$ cat src/rtl/fetch_sequencer.sv
// rtl/fetch_sequencer.sv - PC/nPC instruction-fetch sequencer with delay-slot redirect, stall and halt
//
// Ports:
//   clk, reset                  rising-edge clock, synchronous active-high reset
//   rom_addr / rom_data         byte address out (always PC), 32-bit big-endian word back
//   stall                       freeze PC, nPC and the IF/ID register
//   redirect, redirect_target   taken branch: replaces nPC (target word-aligned)
//   nullify                     sampled with redirect: squash the delay-slot capture
//   halt_req                    stop fetching until reset
//   pc, npc                     current PC / nPC
//   if_instr, if_pc, if_valid   IF/ID register contents
//   halted                      sequencer is in the halted state
module fetch_sequencer #(
    parameter int ADDR_W   = 8,
    parameter int RESET_PC = 0,
    parameter int STEP     = 4
) (
    input  logic              clk,
    input  logic              reset,
    output logic [ADDR_W-1:0] rom_addr,
    input  logic [31:0]       rom_data,
    input  logic              stall,
    input  logic              redirect,
    input  logic [ADDR_W-1:0] redirect_target,
    input  logic              nullify,
    input  logic              halt_req,
    output logic [ADDR_W-1:0] pc,
    output logic [ADDR_W-1:0] npc,
    output logic [31:0]       if_instr,
    output logic [ADDR_W-1:0] if_pc,
    output logic              if_valid,
    output logic              halted
);

    typedef enum logic [1:0] {
        ST_START  = 2'd0,
        ST_FETCH  = 2'd1,
        ST_HALTED = 2'd2
    } state_t;

    localparam logic [ADDR_W-1:0] PC_INIT    = ADDR_W'(RESET_PC);
    localparam logic [ADDR_W-1:0] PC_STEP    = ADDR_W'(STEP);
    localparam logic [ADDR_W-1:0] ALIGN_MASK = ~ADDR_W'(3);

    state_t state;
    state_t state_nxt;

    // FSM-derived controls
    logic capture;      // IF/ID load and PC/nPC advance
    logic latch_pend;   // redirect arriving while stalled
    logic halt_enter;   // leaving FETCH/START for HALTED

    // Redirect remembered across a stall; most recent one wins.
    logic              pend_valid;
    logic [ADDR_W-1:0] pend_target;
    logic              pend_nullify;

    // Set by a nullifying redirect, consumed by the next (delay-slot) capture.
    logic squash;

    logic              eff_redirect;
    logic [ADDR_W-1:0] eff_target;
    logic              eff_nullify;

    assign rom_addr = pc;

    // A live redirect overrides any pending one.
    assign eff_redirect = redirect | pend_valid;
    assign eff_target   = redirect ? (redirect_target & ALIGN_MASK) : pend_target;
    assign eff_nullify  = redirect ? nullify : pend_nullify;

    always_ff @(posedge clk) begin
        if (reset) begin
            state <= ST_START;
        end else begin
            state <= state_nxt;
        end
    end

    always_comb begin
        state_nxt = state;
        case (state)
            ST_START:  state_nxt = halt_req ? ST_HALTED : ST_FETCH;
            ST_FETCH:  state_nxt = halt_req ? ST_HALTED : ST_FETCH;
            ST_HALTED: state_nxt = ST_HALTED;
            default:   state_nxt = ST_START;
        endcase
    end

    always_comb begin
        capture    = 1'b0;
        latch_pend = 1'b0;
        halt_enter = 1'b0;
        halted     = 1'b0;
        case (state)
            ST_START: begin
                halt_enter = halt_req;
            end
            ST_FETCH: begin
                halt_enter = halt_req;
                capture    = ~halt_req & ~stall;
                latch_pend = ~halt_req & stall & redirect;
            end
            ST_HALTED: begin
                halted = 1'b1;
            end
            default: begin
                halted = 1'b0;
            end
        endcase
    end

    always_ff @(posedge clk) begin
        if (reset) begin
            pc           <= PC_INIT;
            npc          <= PC_INIT + PC_STEP;
            if_instr     <= 32'd0;
            if_pc        <= '0;
            if_valid     <= 1'b0;
            squash       <= 1'b0;
            pend_valid   <= 1'b0;
            pend_target  <= '0;
            pend_nullify <= 1'b0;
        end else if (halt_enter) begin
            if_valid <= 1'b0;
        end else if (capture) begin
            if_instr   <= rom_data;
            if_pc      <= pc;
            if_valid   <= ~squash;
            pc         <= npc;
            pend_valid <= 1'b0;
            if (eff_redirect) begin
                npc    <= eff_target;
                squash <= eff_nullify;
            end else begin
                npc    <= npc + PC_STEP;
                squash <= 1'b0;
            end
        end else if (latch_pend) begin
            pend_valid   <= 1'b1;
            pend_target  <= redirect_target & ALIGN_MASK;
            pend_nullify <= nullify;
        end
    end

endmodule

$ cat config.mk
export PLATFORM = sky130hd
export DESIGN_NAME = fetch_sequencer
export DESIGN_NICKNAME = d
export VERILOG_FILES = /design/src/rtl/fetch_sequencer.sv
export SDC_FILE = /design/constraint.sdc
export NUM_CORES = 1
export LEC_CHECK = 0
export ABC_CLOCK_PERIOD_IN_PS = 3120
export CORE_MARGIN = 1.5
export CORE_UTILIZATION = 45
export DETAILED_ROUTE_END_ITERATION = 12
export MAX_ROUTING_LAYER = met4
export PLACE_DENSITY = 0.95
export SLEW_MARGIN = 0
export SYNTH_ARGS = -nofsm -noshare
export SYNTH_HDL_FRONTEND = slang
export SYNTH_SLANG_ARGS = --single-unit
$ cat constraint.sdc
create_clock -name clk -period 3.12 [get_ports clk]
set_input_delay 0.468 -clock clk [delete_from_list [all_inputs] [get_ports clk]]
set_output_delay 0.468 -clock clk [all_outputs]
set_load 0.005 [all_outputs]
# Word level (Yosys, flattened, before mapping)
# Index checks and enable logic that the tools add are counted.
# classes
n_addsub	1
n_eq_ne	2
n_mux	12
bitwise_logic	9
n_reduce_logical	7
# ops
operator	count
two-way mux 8 bit	2
adder 8 x 3 -> 8 bit (second input constant)	1
two-way mux 1 bit	8
NOT 1 bit	5
one-hot mux 2 bit (2 select lines)	1
AND reduction 2 bit	2
OR reduction 2 bit	2
bitwise AND 1 bit	3
AND reduction 3 bit	1
equality test 2 x 1 -> 1 bit (second input constant)	1
equality test 2 bit (second input constant)	1
zero test 2 bit	1
two-way mux 2 bit	1
nonzero test 2 bit	1
OR 1 bit	1
# word_totals
reg_bits	68
input_bits	46

# Logic depth before layout (Yosys ltp)
# logic_depth
depth_word	6
mapped_depth	6
mapped_depth_nobuf	4

# Worst setup path after synthesis
# OpenSTA, ideal clock, no wires.
# synth_timing
path_type	input port to flip-flop
from	in stall
to	reg if_pc[2]
setup_time_ns	0.132
arrival_time_ns	1.459
required_ns	2.988
setup_slack_ns	1.528
cell_stages	6
n_path_buf	3
cell_sequence	or4b_1 -> buf_2 -> buf_6 -> buf_6 -> nand2_1 -> a21oi_1
# synth_between
elab_chain_cells	4
# synth_lines
element	line_no	source
start: declaration	22	input logic stall,
NOT 1 bit	101	capture = ~halt_req & ~stall;
bitwise AND 1 bit	101	
two-way mux 1 bit	95	case (state)
AND reduction 2 bit (no source line)	-	
end signal: assignment	128	if_pc <= pc;
end: declaration	30	output logic [ADDR_W-1:0] if_pc,
# Every way passes these cells.
# A chain may end at the register's enable or synchronous reset.

# Final worst setup path
# layout_timing
from	in halt_req
to	reg pend_valid
# layout_between
elab_chain_cells	6
elab_cells_between_ends	11
cone_classes	mux: 4; bitwise: 5; reduce/logical: 2
# layout_lines
element	line_no	source
start: declaration	26	input logic halt_req,
NOT 1 bit	101, 102	
bitwise AND 1 bit (2 in series)	102	latch_pend = ~halt_req & stall & redirect;
two-way mux 1 bit	95	
nonzero test 2 bit (no source line)	-	
AND reduction 2 bit (no source line)	-	
end signal: assignment	121	pend_valid <= 1'b0;
end signal: assignment	131	pend_valid <= 1'b0;
end signal: assignment	140	pend_valid <= 1'b1;
end: declaration	54	logic pend_valid;
# Several ways; a longest one is shown, not always the timed one.

==> summary.md <==
| Metric | Value |
|---|---|
| Outcome | `finished clean` |
| Worst-Margin Slew | `656.1 ps` |
| Yosys synthesis warning count | `0` |
| Die height | `78.32 µm` |
| Worst reg2reg startpoint | `state[1]$_SDFF_PP0_` |
| Die X | `78.32 µm` |
| Setup_tns | `0 ps` |
| Most frequently used flop master after synthesis | `dfxtp_1` |
| Synth cell types | `39` |
| Boundary Pins | `112` |
| Antenna-violating nets left | `0` |
| Kind of critical path | `in2reg` |
| Startpoint Class | `input port` |
| Num rows | `27` |
| Fmax | `0.4599 GHz` |
| Drt total wl | `6141 µm` |
| Fin. max-slew vios | `0` |
| Fin cells | `481` |
| Initial antenna violation count | `0` |
| Layout cell share with drive strength beyond 1 | `6.601%` |
| Max cap viols | `0` |
| Crit Path Max Fanout | `39` |
| Max_slew headroom | `56.26%` |
| Synth area leader | `dfxtp_1` |
| Unrepaired setup endpoints after global routing | `false` |
| Pwr Total | `1.708 mW` |
| Syn Inst Count | `316` |
| Tmin final | `2175 ps` |
| Die area | `0.006133 mm²` |
| Hpwl dp | `4096 µm` |
| Clock skew | `7.687 ps` |
| Final worst path period share | `69.70%` |
| R2r worst-path depth | `4` |
| Worst Hold Depth | `2` |
| Via density | `5.037` |
| PwrDens | `458.0 mW/mm²` |
| Critical path arrival | `2370 ps` |
| Core box area | `0.005473 mm²` |
| Detailed-router iteration count before antenna repair | `4` |
| Hold Fails Final Rpt | `0` |
| CTS Hold Bufs | `0` |
| Placer Congestion | `0.7765` |
| Nets@finish | `451` |
| Netlist Area Pre-Place | `0.002552 mm²` |
| Flops & latches, synth | `62` |
| Register area share after synthesis | `48.63%` |
| Drt initial violations | `190` |
| Area grow syn2layout | `46.13%` |
| CTS tree | `yes` |
| Cts bufs inserted | `9` |
| Hold path startpoint | `if_valid$_SDFFE_PP0N_` |
| Vias in the first global route | `2,180` |
| Most common cell in the netlist | `nand2_1` |
| # Post-CTS Setup Buffers | `0` |
| Crit. End Element | `register` |
| Hold Slack | `451.5 ps` |
| Hold Crit Class | `reg2reg` |
| CTS root buf | `clkbuf_8` |
| First-pass GRT wire length | `10,020 µm` |
| H-tree levels | `3` |
| Leak | `1.293 nW` |
| Post-Syn Area per Cell | `8.077 µm²` |
| Worst EP required | `3320 ps` |
| Post-Place Cells | `465` |
| Worst skew pair latency | `330 ps` |
| Share of the synthesized area in the top cell type | `48.63%` |
| Clock sinks | `62` |
| I/O Buffers | `101` |
| Overflow after GRT | `0` |
| Vias | `2,423` |
| DR DRC count | `0` |
| Starting Density | `46.64%` |
| Max rail drop VDD | `0.3106 mV` |
| WL per Instance | `12.77 µm` |
| Antenna Cells | `0` |
| Commonest cells post-synth | `nand2_1 (93), dfxtp_1 (62), a21oi_1 (57)` |
| Largest net degree at the start of global routing | `66` |
| Crit path launch | `halt_req` |
| Async set-or-reset flop fraction in the synthesized netlist | `0%` |
| Worst-case clock buffer depth | `2` |
| GRT Util Overall | `21.17%` |
| Post-CTS Resized | `0` |
| Clock slew at reported path FFs | `70 ps` |
| Top post-synthesis cells by area | `dfxtp_1 (49%), nand2_1 (14%), a21oi_1 (11%)` |
| Final setup viols | `0` |
| Number of flops mapped to enable cells by yosys | `0` |
==> state kept, by name, summed over array words and instances (netlist names) <==
signal and cells:
if_instr 32, if_pc 6, if_valid 1, npc 6, pc 6, pend_nullify 1, pend_target 6, pend_valid 1
squash 1, state 2
==> stage by stage <==
stage / setup slack (ps) / area, µm² / util [%]
4_1_cts: 962.9 / 3730 / 68.15
2_1_floorplan: 1528 / 2579 / -
3_3_place_gp: 649.1 / 3511 / 64.15
3_5_place_dp: 610.6 / 3511 / 64.15
5_1_grt: 896.8 / 3730 / 68.15
6_report: 945.4 / 3730 / 68.15
==> report_power, final <==
part           switching (mW)  internal (mW)  leakage [nW]
logic                  0.0598         0.0829         0.677
clock network           0.298          0.454         0.115
registers              0.0106          0.804         0.501
==> worst max-delay path, cell delays in order <==
cell,delay (ps)
clkdlybuf4s50_1,520
or4b_2,850
buf_12,250
a22oi_1,210
nor2_1,50
==> kinds of logic (layout without fill, tap and decap cells) <==
logic type | after synthesis | in the layout | share of synthesized area (%)
mux | 1 | 1 | 0.4411
buf+inv | 38 | 124 | 8.676
xor+xnor | 1 | 1 | 0.3432
other cells | 1 | 8 | 0.1469
simple gates | 133 | 133 | 24.26
flops | 62 | 62 | 48.63
fa+ha+maj | 1 | 1 | 0.4901
compound gates | 79 | 79 | 17.01
==> worst paths after layout <==
| path | endpoint | slack (ps) |
|---|---|---|
| max | pend_valid$_SDFFE_PP0P_ | 950 |
| min | if_valid$_SDFFE_PP0N_ | 450 |
| max reg2reg | pend_valid$_SDFFE_PP0P_ | 1200 |
| min reg2reg | if_valid$_SDFFE_PP0N_ | 450 |
==> cells in the final DEF (no fill, tap or decap), types with 2 or more instances in the layout <==
master and count:
a211oi_1 3, a21oi_1 57, a221oi_1 2, and3_1 2, and3b_1 2, buf_4 4
clkbuf_8 13, clkdlybuf4s50_1 100, clkinv_2 2, conb_1 8, dfxtp_1 62, inv_1 2
nand2_1 93, nand2b_1 7, nand3_1 8, nand3b_1 2, nor2_1 4, nor2b_1 2
nor3_1 3, o211ai_1 2, o21ai_0 9, o2bb2ai_1 2, o31ai_1 2, or4b_2 2
==> area by class of cell <==
cell class,count,area (µm²)
fillers,478,1743
flip-flops and latches,62,1241
multi-input cells,223,1116
repair buffers,106,1056
clock buffers,13,178.9
well taps,72,90.09
clock inverters,3,40.04
inverters,2,7.507
==> routing by layer <==
| layer | up-vias | GRT usage, % | share of wire (%) |
|---|---|---|---|
| li1 | 1221 | - | - |
| met3 | 8 | 4.651 | 5.8 |
| met5 | - | - | 0 |
| met4 | 0 | 8.750 | 1.5 |
| met2 | 93 | 34.00 | 49 |
| met1 | 1101 | 25.82 | 44 |
(Power assumes the default switching activity.)
